==> config.mk <==
export PLATFORM = sky130hd
export DESIGN_NAME = vscale_htif_pcr_arbiter
export DESIGN_NICKNAME = d
export VERILOG_FILES = /design/src/rtl/vscale_htif_pcr_arbiter.sv
export SDC_FILE = /design/constraint.sdc
export NUM_CORES = 1
export LEC_CHECK = 0
export CAP_MARGIN = 10
export CORE_AREA = 8 8 163 165
export DETAILED_ROUTE_END_ITERATION = 10
export DIE_AREA = 0 0 171 173
export DONT_BUFFER_PORTS = 1
export PLACE_DENSITY = 0.42
export SLEW_MARGIN = 40
export SYNTH_ARGS = -nofsm -noshare
export SYNTH_HDL_FRONTEND = slang
export SYNTH_SLANG_ARGS = --single-unit
==> constraint.sdc <==
create_clock -name clk -period 3.1 [get_ports clk]
set_input_delay 0.155 -clock clk [delete_from_list [all_inputs] [get_ports clk]]
set_output_delay 0.155 -clock clk [all_outputs]
set_load 0.1 [all_outputs]
==> src/rtl/vscale_htif_pcr_arbiter.sv <==
// Two-requester arbiter in front of the CSR file's single HTIF PCR port; one transaction in flight.
// Round-robin by default; define VSCALE_PCR_ARB_FIXED_PRIO_EN for fixed priority (requester 0 wins).
module vscale_htif_pcr_arbiter #(
    parameter int ADDR_WIDTH = 12,
    parameter int DATA_WIDTH = 64
) (
    input  logic                  clk,
    input  logic                  reset,
    input  logic                  req0_valid,
    output logic                  req0_ready,
    input  logic                  req0_rw,
    input  logic [ADDR_WIDTH-1:0] req0_addr,
    input  logic [DATA_WIDTH-1:0] req0_data,
    input  logic                  req1_valid,
    output logic                  req1_ready,
    input  logic                  req1_rw,
    input  logic [ADDR_WIDTH-1:0] req1_addr,
    input  logic [DATA_WIDTH-1:0] req1_data,
    output logic                  resp0_valid,
    input  logic                  resp0_ready,
    output logic [DATA_WIDTH-1:0] resp0_data,
    output logic                  resp1_valid,
    input  logic                  resp1_ready,
    output logic [DATA_WIDTH-1:0] resp1_data,
    output logic                  pcr_req_valid,
    input  logic                  pcr_req_ready,
    output logic                  pcr_req_rw,
    output logic [ADDR_WIDTH-1:0] pcr_req_addr,
    output logic [DATA_WIDTH-1:0] pcr_req_data,
    input  logic                  pcr_resp_valid,
    output logic                  pcr_resp_ready,
    input  logic [DATA_WIDTH-1:0] pcr_resp_data
);

    typedef enum logic [1:0] {
        S_IDLE,
        S_ISSUE,
        S_WAIT,
        S_RETURN
    } state_t;

    state_t                state;
    logic                  owner;
    logic [DATA_WIDTH-1:0] resp_q;
    logic                  win;
    logic                  any_valid;
    logic                  owner_ack;

    assign any_valid = req0_valid | req1_valid;
    assign owner_ack = owner ? resp1_ready : resp0_ready;

`ifdef VSCALE_PCR_ARB_FIXED_PRIO_EN
    assign win = ~req0_valid;
`else
    logic rr;
    // rr names the tie winner; a lone requester wins regardless of rr
    assign win = (req0_valid & req1_valid) ? rr : req1_valid;
`endif

    assign req0_ready = (state == S_IDLE) & req0_valid & ~win;
    assign req1_ready = (state == S_IDLE) & req1_valid & win;

    // Response data is shared; only the owner's valid qualifies it
    assign resp0_data = resp_q;
    assign resp1_data = resp_q;

    always_ff @(posedge clk) begin
        if (reset) begin
            state          <= S_IDLE;
            owner          <= 1'b0;
            pcr_req_rw     <= 1'b0;
            pcr_req_addr   <= '0;
            pcr_req_data   <= '0;
            resp_q         <= '0;
            pcr_req_valid  <= 1'b0;
            pcr_resp_ready <= 1'b0;
            resp0_valid    <= 1'b0;
            resp1_valid    <= 1'b0;
`ifndef VSCALE_PCR_ARB_FIXED_PRIO_EN
            rr             <= 1'b0;
`endif
        end else begin
            case (state)
                S_IDLE: begin
                    if (any_valid) begin
                        owner         <= win;
                        pcr_req_rw    <= win ? req1_rw   : req0_rw;
                        pcr_req_addr  <= win ? req1_addr : req0_addr;
                        pcr_req_data  <= win ? req1_data : req0_data;
                        pcr_req_valid <= 1'b1;
                        state         <= S_ISSUE;
                    end
                end
                S_ISSUE: begin
                    if (pcr_req_ready) begin
                        pcr_req_valid  <= 1'b0;
                        pcr_resp_ready <= 1'b1;
                        state          <= S_WAIT;
                    end
                end
                S_WAIT: begin
                    if (pcr_resp_valid) begin
                        resp_q         <= pcr_resp_data;
                        pcr_resp_ready <= 1'b0;
                        resp0_valid    <= ~owner;
                        resp1_valid    <= owner;
                        state          <= S_RETURN;
                    end
                end
                S_RETURN: begin
                    if (owner_ack) begin
                        resp0_valid <= 1'b0;
                        resp1_valid <= 1'b0;
`ifndef VSCALE_PCR_ARB_FIXED_PRIO_EN
                        rr          <= ~owner;
`endif
                        state       <= S_IDLE;
                    end
                end
                default: state <= S_IDLE;
            endcase
        end
    end

endmodule

Yosys cells after proc, flatten, opt, wreduce, memory -nomap -nowiden
Index checks and enable logic that the tools add are counted.
{ "classes": {"eq_ne": 7, "n_mux": 21, "bitwise_logic": 8, "reduce_logical": 11} }
{ "ops": {"columns": ["op", "count"], "rows": [
  ["2-to-1 mux 64 bit", 1],
  ["2-to-1 mux 12 bit", 1],
  ["2-to-1 mux 1 bit", 10],
  ["AND reduction 3 bit", 3],
  ["2-to-1 mux 2 bit", 4],
  ["inequality test 2 bit, second input constant", 4],
  ["one-hot mux 1 bit (2 select lines)", 4],
  ["one-hot mux 2 bit (4 select lines)", 1],
  ["AND reduction 2 bit", 3],
  ["nonzero test 2 bit", 3],
  ["AND 1 bit", 5],
  ["equality test 2 bit, second input constant", 2],
  ["AND reduction 4 bit", 1],
  ["equality test 2 x 1 -> 1 bit, second input constant", 1],
  ["zero test 2 bit", 1],
  ["inverter 1 bit", 2],
  ["bitwise OR 1 bit", 1]
]} }
{ "word_totals": {"regBits": 149, "output_inout_bits": 211, "wordCells": 58} }

Logic depth before layout (Yosys ltp)
{ "logic_depth": {"word_depth": 4, "mapped_depth": 7, "ltp_nobuf": 6} }

Worst setup path before layout
No wires, ideal clock.
{ "synth_path": {"path_kind": "reg-to-reg", "start": "reg rr", "end": "reg owner", "arrival_ns": 2.418, "required_ns": 3.038, "path_slack_ns": 0.620, "stages_incl_launch_ff": 7, "path_cell_list": "dfxtp_1 -> o21ai_1 -> buf_4 -> buf_6 -> buf_12 -> nor2_1 -> o21ba_2"} }
{ "synth_between": {"elab_chain_cells": 1} }
{ "synth_rtl": {"columns": ["item", "line_no", "source"], "rows": [
  ["start, declared", "55", "logic rr;"],
  ["start signal, assigned", "115", "rr <= ~owner;"],
  ["2-to-1 mux 1 bit", "57", "assign win = (req0_valid & req1_valid) ? rr : req1_valid;"],
  ["end signal, assigned", "86", "owner <= win;"],
  ["end, declared", "43", "logic owner;"]
]} }
No other way between the ends.
A chain may end at the register's enable or synchronous reset.

Worst setup path in the final report
{ "layout_path": {"start": "reg state[0]", "end": "reg resp_q[57] (netlist: resp0_data[57])"} }
{ "layout_between": {"elab_chain_cells": 2} }
{ "layout_rtl": {"columns": ["item", "line_no", "source"], "rows": [
  ["start, declared", "42", "state_t state;"],
  ["start signal, assigned", "69", "state <= S_IDLE;"],
  ["start signal, assigned", "91", "state <= S_ISSUE;"],
  ["start signal, assigned", "98", "state <= S_WAIT;"],
  ["equality test 2 bit", "83", "case (state)"],
  ["AND reduction 2 bit (no source line)", null, null],
  ["end signal, assigned", "103", "resp_q <= pcr_resp_data;"],
  ["end, declared", "44", "logic [DATA_WIDTH-1:0] resp_q;"]
]} }
No other way between the ends.

==> out/results.ini <==
[cells_and_area]
final_cell_mix=dlygate4sd3_1 (185), nand2_1 (131), buf_4 (96), nor2_1 (84), mux2i_1 (80)
multi_input_area_um2=2790
antennaDiodeCount=0
nFillCells=2371
seq_area_um2=3160
mostFrequentLayoutCell=dlygate4sd3_1
nNetsFinal=1158
layout-drive-gt1-share_pct=24.6
fin_area_um2=9590
synthToLayoutAreaGrowth_pct=47.4

[setup_path]
worstPathCellList=inv_1, ha_1, and2_2, buf_4, nand2_1, a21oi_1, dlygate4sd3_1
critPathArrivalTime_ns=2.63
cp_slowest_cell=dlygate4sd3_1
worst-path-max-fanout=64
cpPeakStageDelay_ns=0.56
path_class=flop to flop
critical_path_required_ns=3.45
end_kind=flop
critPathLaunchType=flop

[floorplanning]
die_h_um=173
die-width_um=171
ioPinCount=437
dieArea_um2=29600
row_count=57
core_um2=24000
start_util_pct=27.2

[route]
post_drt_wl_per_cell_um=18.8
vias_per_cell=4.60
totalWireLength_um=23700
antenna_left=0
dr.pass1.iters=4
remaining_drc_errors=0
first_iter_violations=212
vias=5812

[sta]
hold_violations=0
clock_skew_ns=0.00921
worst_pin_slew_ns=0.719
fin_crit_sh_pct=73.5
fmaxAchievable_mhz=439
rsz0062_at_grt=no
fin_crit_ns=2.28
setup_viol_count_final=0
slew_headroom_pct=52.0
drv_slew=0
setup_tns_ns=0

[placement]
gp_congestion=0.805
dpl.hpwl_um=16500
io_buffer_count=0
place_area_um2=7130

[global_route]
grt_pass1_vias=6280
antenna_found_initial=0
use_met3_pct=7.22
busiest_layer=met2
grt_max_degree=151
grt_overflow=0
grtUsageMet2_pct=27.6
grt.total_usage_pct=15.4
grt_pass1_wl_um=36000
groute.layer.met1.usage_pct=15.0

[yosys]
syn_nets=976
synth_top_family_by_area=compound AO/OA/AOI/OAI gates
synth_largest_area_cell=dfxtp_1
synth-simple-area-share_pct=13.7
muxShareOfSynthArea_pct=12.3
yosysSeqAreaShare_pct=45.8
ys_top_cells_by_area=dfxtp_1 (46%), mux2i_1 (12%), a211oi_1 (8.9%), buf_4 (8.2%), nand2_1 (7.6%)
synth_adder_area_share_pct=1.15
ys_seq_elements=149
synth.distinct_cells=32
synth_compound_area_share_pct=15.2
synth_top_cell_area_share_pct=45.8
yosysWarnings=0
synth_xor_area_share_pct=0
synthCells=744
avgSynthCellArea_um2=8.74
syn-cell-area_um2=6510

[cts]
cts_buffers=17
cts_setup_buffers=0
hold_buffers=183
clock_path_buffers=2
clk_pin_slew_ns=0.07
root_buffer=clkbuf_16
clkLatencyLatePin_ns=0.41
cts_resized=0
cts_max_level=4
tritoncts=built
numClockSinks=149

[power_and_ir_drop]
peakVddDrop_mv=0.787
power_density_nw_per_um2=1170
power_leakage_nw=4.01

[min_path]
hp-class=input pin to flop

[flow_run]
drv_cap=0

[run_status]
status=complete, no violations

## path summary, 6_finish.rpt
| kind | startpoint | endpoint | slack [ns] | cells past startpoint |
|---|---|---|---|---|
| setup / recovery | state[0] | resp0_data[57] | 0.82 | 7 |
| hold / removal | req1_data[57] | pcr_req_data[57] | 0.006 | 2 |
| setup reg to reg | state[0] | resp0_data[57] | 0.82 | 7 |
| hold reg to reg | resp0_data[41] | resp0_data[41] | 0.45 | 2 |
## metrics by stage
| step | total power, W | hold slack (ns) | utilization, % | worst slack (ns) | cells |
|---|---|---|---|---|---|
| 6_report | 0.0113 | 0.00562 | 40.0 | 0.820 | 1263 |
| 3_5_place_dp | 0.00894 | 0.245 | 29.7 | 1.01 | 1045 |
| 2_1_floorplan | 0.00811 | 0.291 | - | 0.620 | 744 |
| 3_3_place_gp | 0.00882 | 0.246 | 29.3 | 1.11 | 1045 |
| 4_1_cts | 0.0113 | 0.00239 | 39.9 | 0.782 | 1260 |
| 5_1_grt | 0.0118 | 0.00401 | 40.0 | 0.568 | 1263 |
## cells in the mapped netlist (all sizes together)
master,count
o21a,1
nand2b,3
inv,4
nand2,132
ha,6
mux2i,80
and3,1
a211oi,77
buf,84
dfxtp,149
o31ai,1
o21ai,2
nor4bb,1
clkbuf,37
o31a,1
nor3,1
a21oi,69
a22oi,1
o21ba,1
a31oi,1
a31o,1
nor2b,3
and2,1
nor2,85
nand4,1
nand3b,1
## where the power goes
| group | switching [W] | total [W] | internal, W |
|---|---|---|---|
| registers | 0.00182 | 0.00427 | 0.00245 |
| clock network | 0.000870 | 0.00206 | 0.00119 |
| logic | 0.00372 | 0.00492 | 0.00120 |
| total | 0.00641 | 0.0113 | 0.00484 |
## state kept, by name, summed over array words and instances, names as in the netlist
register	count
pcr_req_valid	1
pcr_req_data	64
pcr_req_rw	1
resp1_valid	1
resp0_valid	1
rr	1
owner	1
pcr_req_addr	12
resp0_data	64
state	2
pcr_resp_ready	1
## worst max-delay path, delay by kind of cell, from the launching register on
family	cells	cell delay (ns)
AOI/OAI and AO/OA	1	0.13
DFF	1	0.36
buffers and inverters	3	1.18
and+or+nand+nor	2	0.28
adders and majority gates	1	0.26
## cell families (layout without fill, tap and decap cells)
logic type / after synthesis / count (layout)
AO/OA/AOI/OAI: 155 / 155
flip-flops: 149 / 149
multiplexers: 80 / 80
adder cells (fa/ha/maj): 6 / 6
AND/OR/NAND/NOR: 229 / 229
buffers and inverters: 125 / 320
## area by class of cell
type / instances / share of cell area, %
Inverter: 4 / 0.157
Clock buffer: 21 / 4.92
Tap cell: 324 / 4.23
Clock inverter: 11 / 1.16
Sequential cell: 149 / 33.0
Timing Repair Buffer: 284 / 27.5
Multi-Input combinational cell: 470 / 29.0
## layer usage
metal  wire (um)  up-vias
met5           0        -
met4         563        0
met3        2750       34
met2       11800      299
met1        8550     2646
li1            -     2833
(Power assumes the default switching activity.)
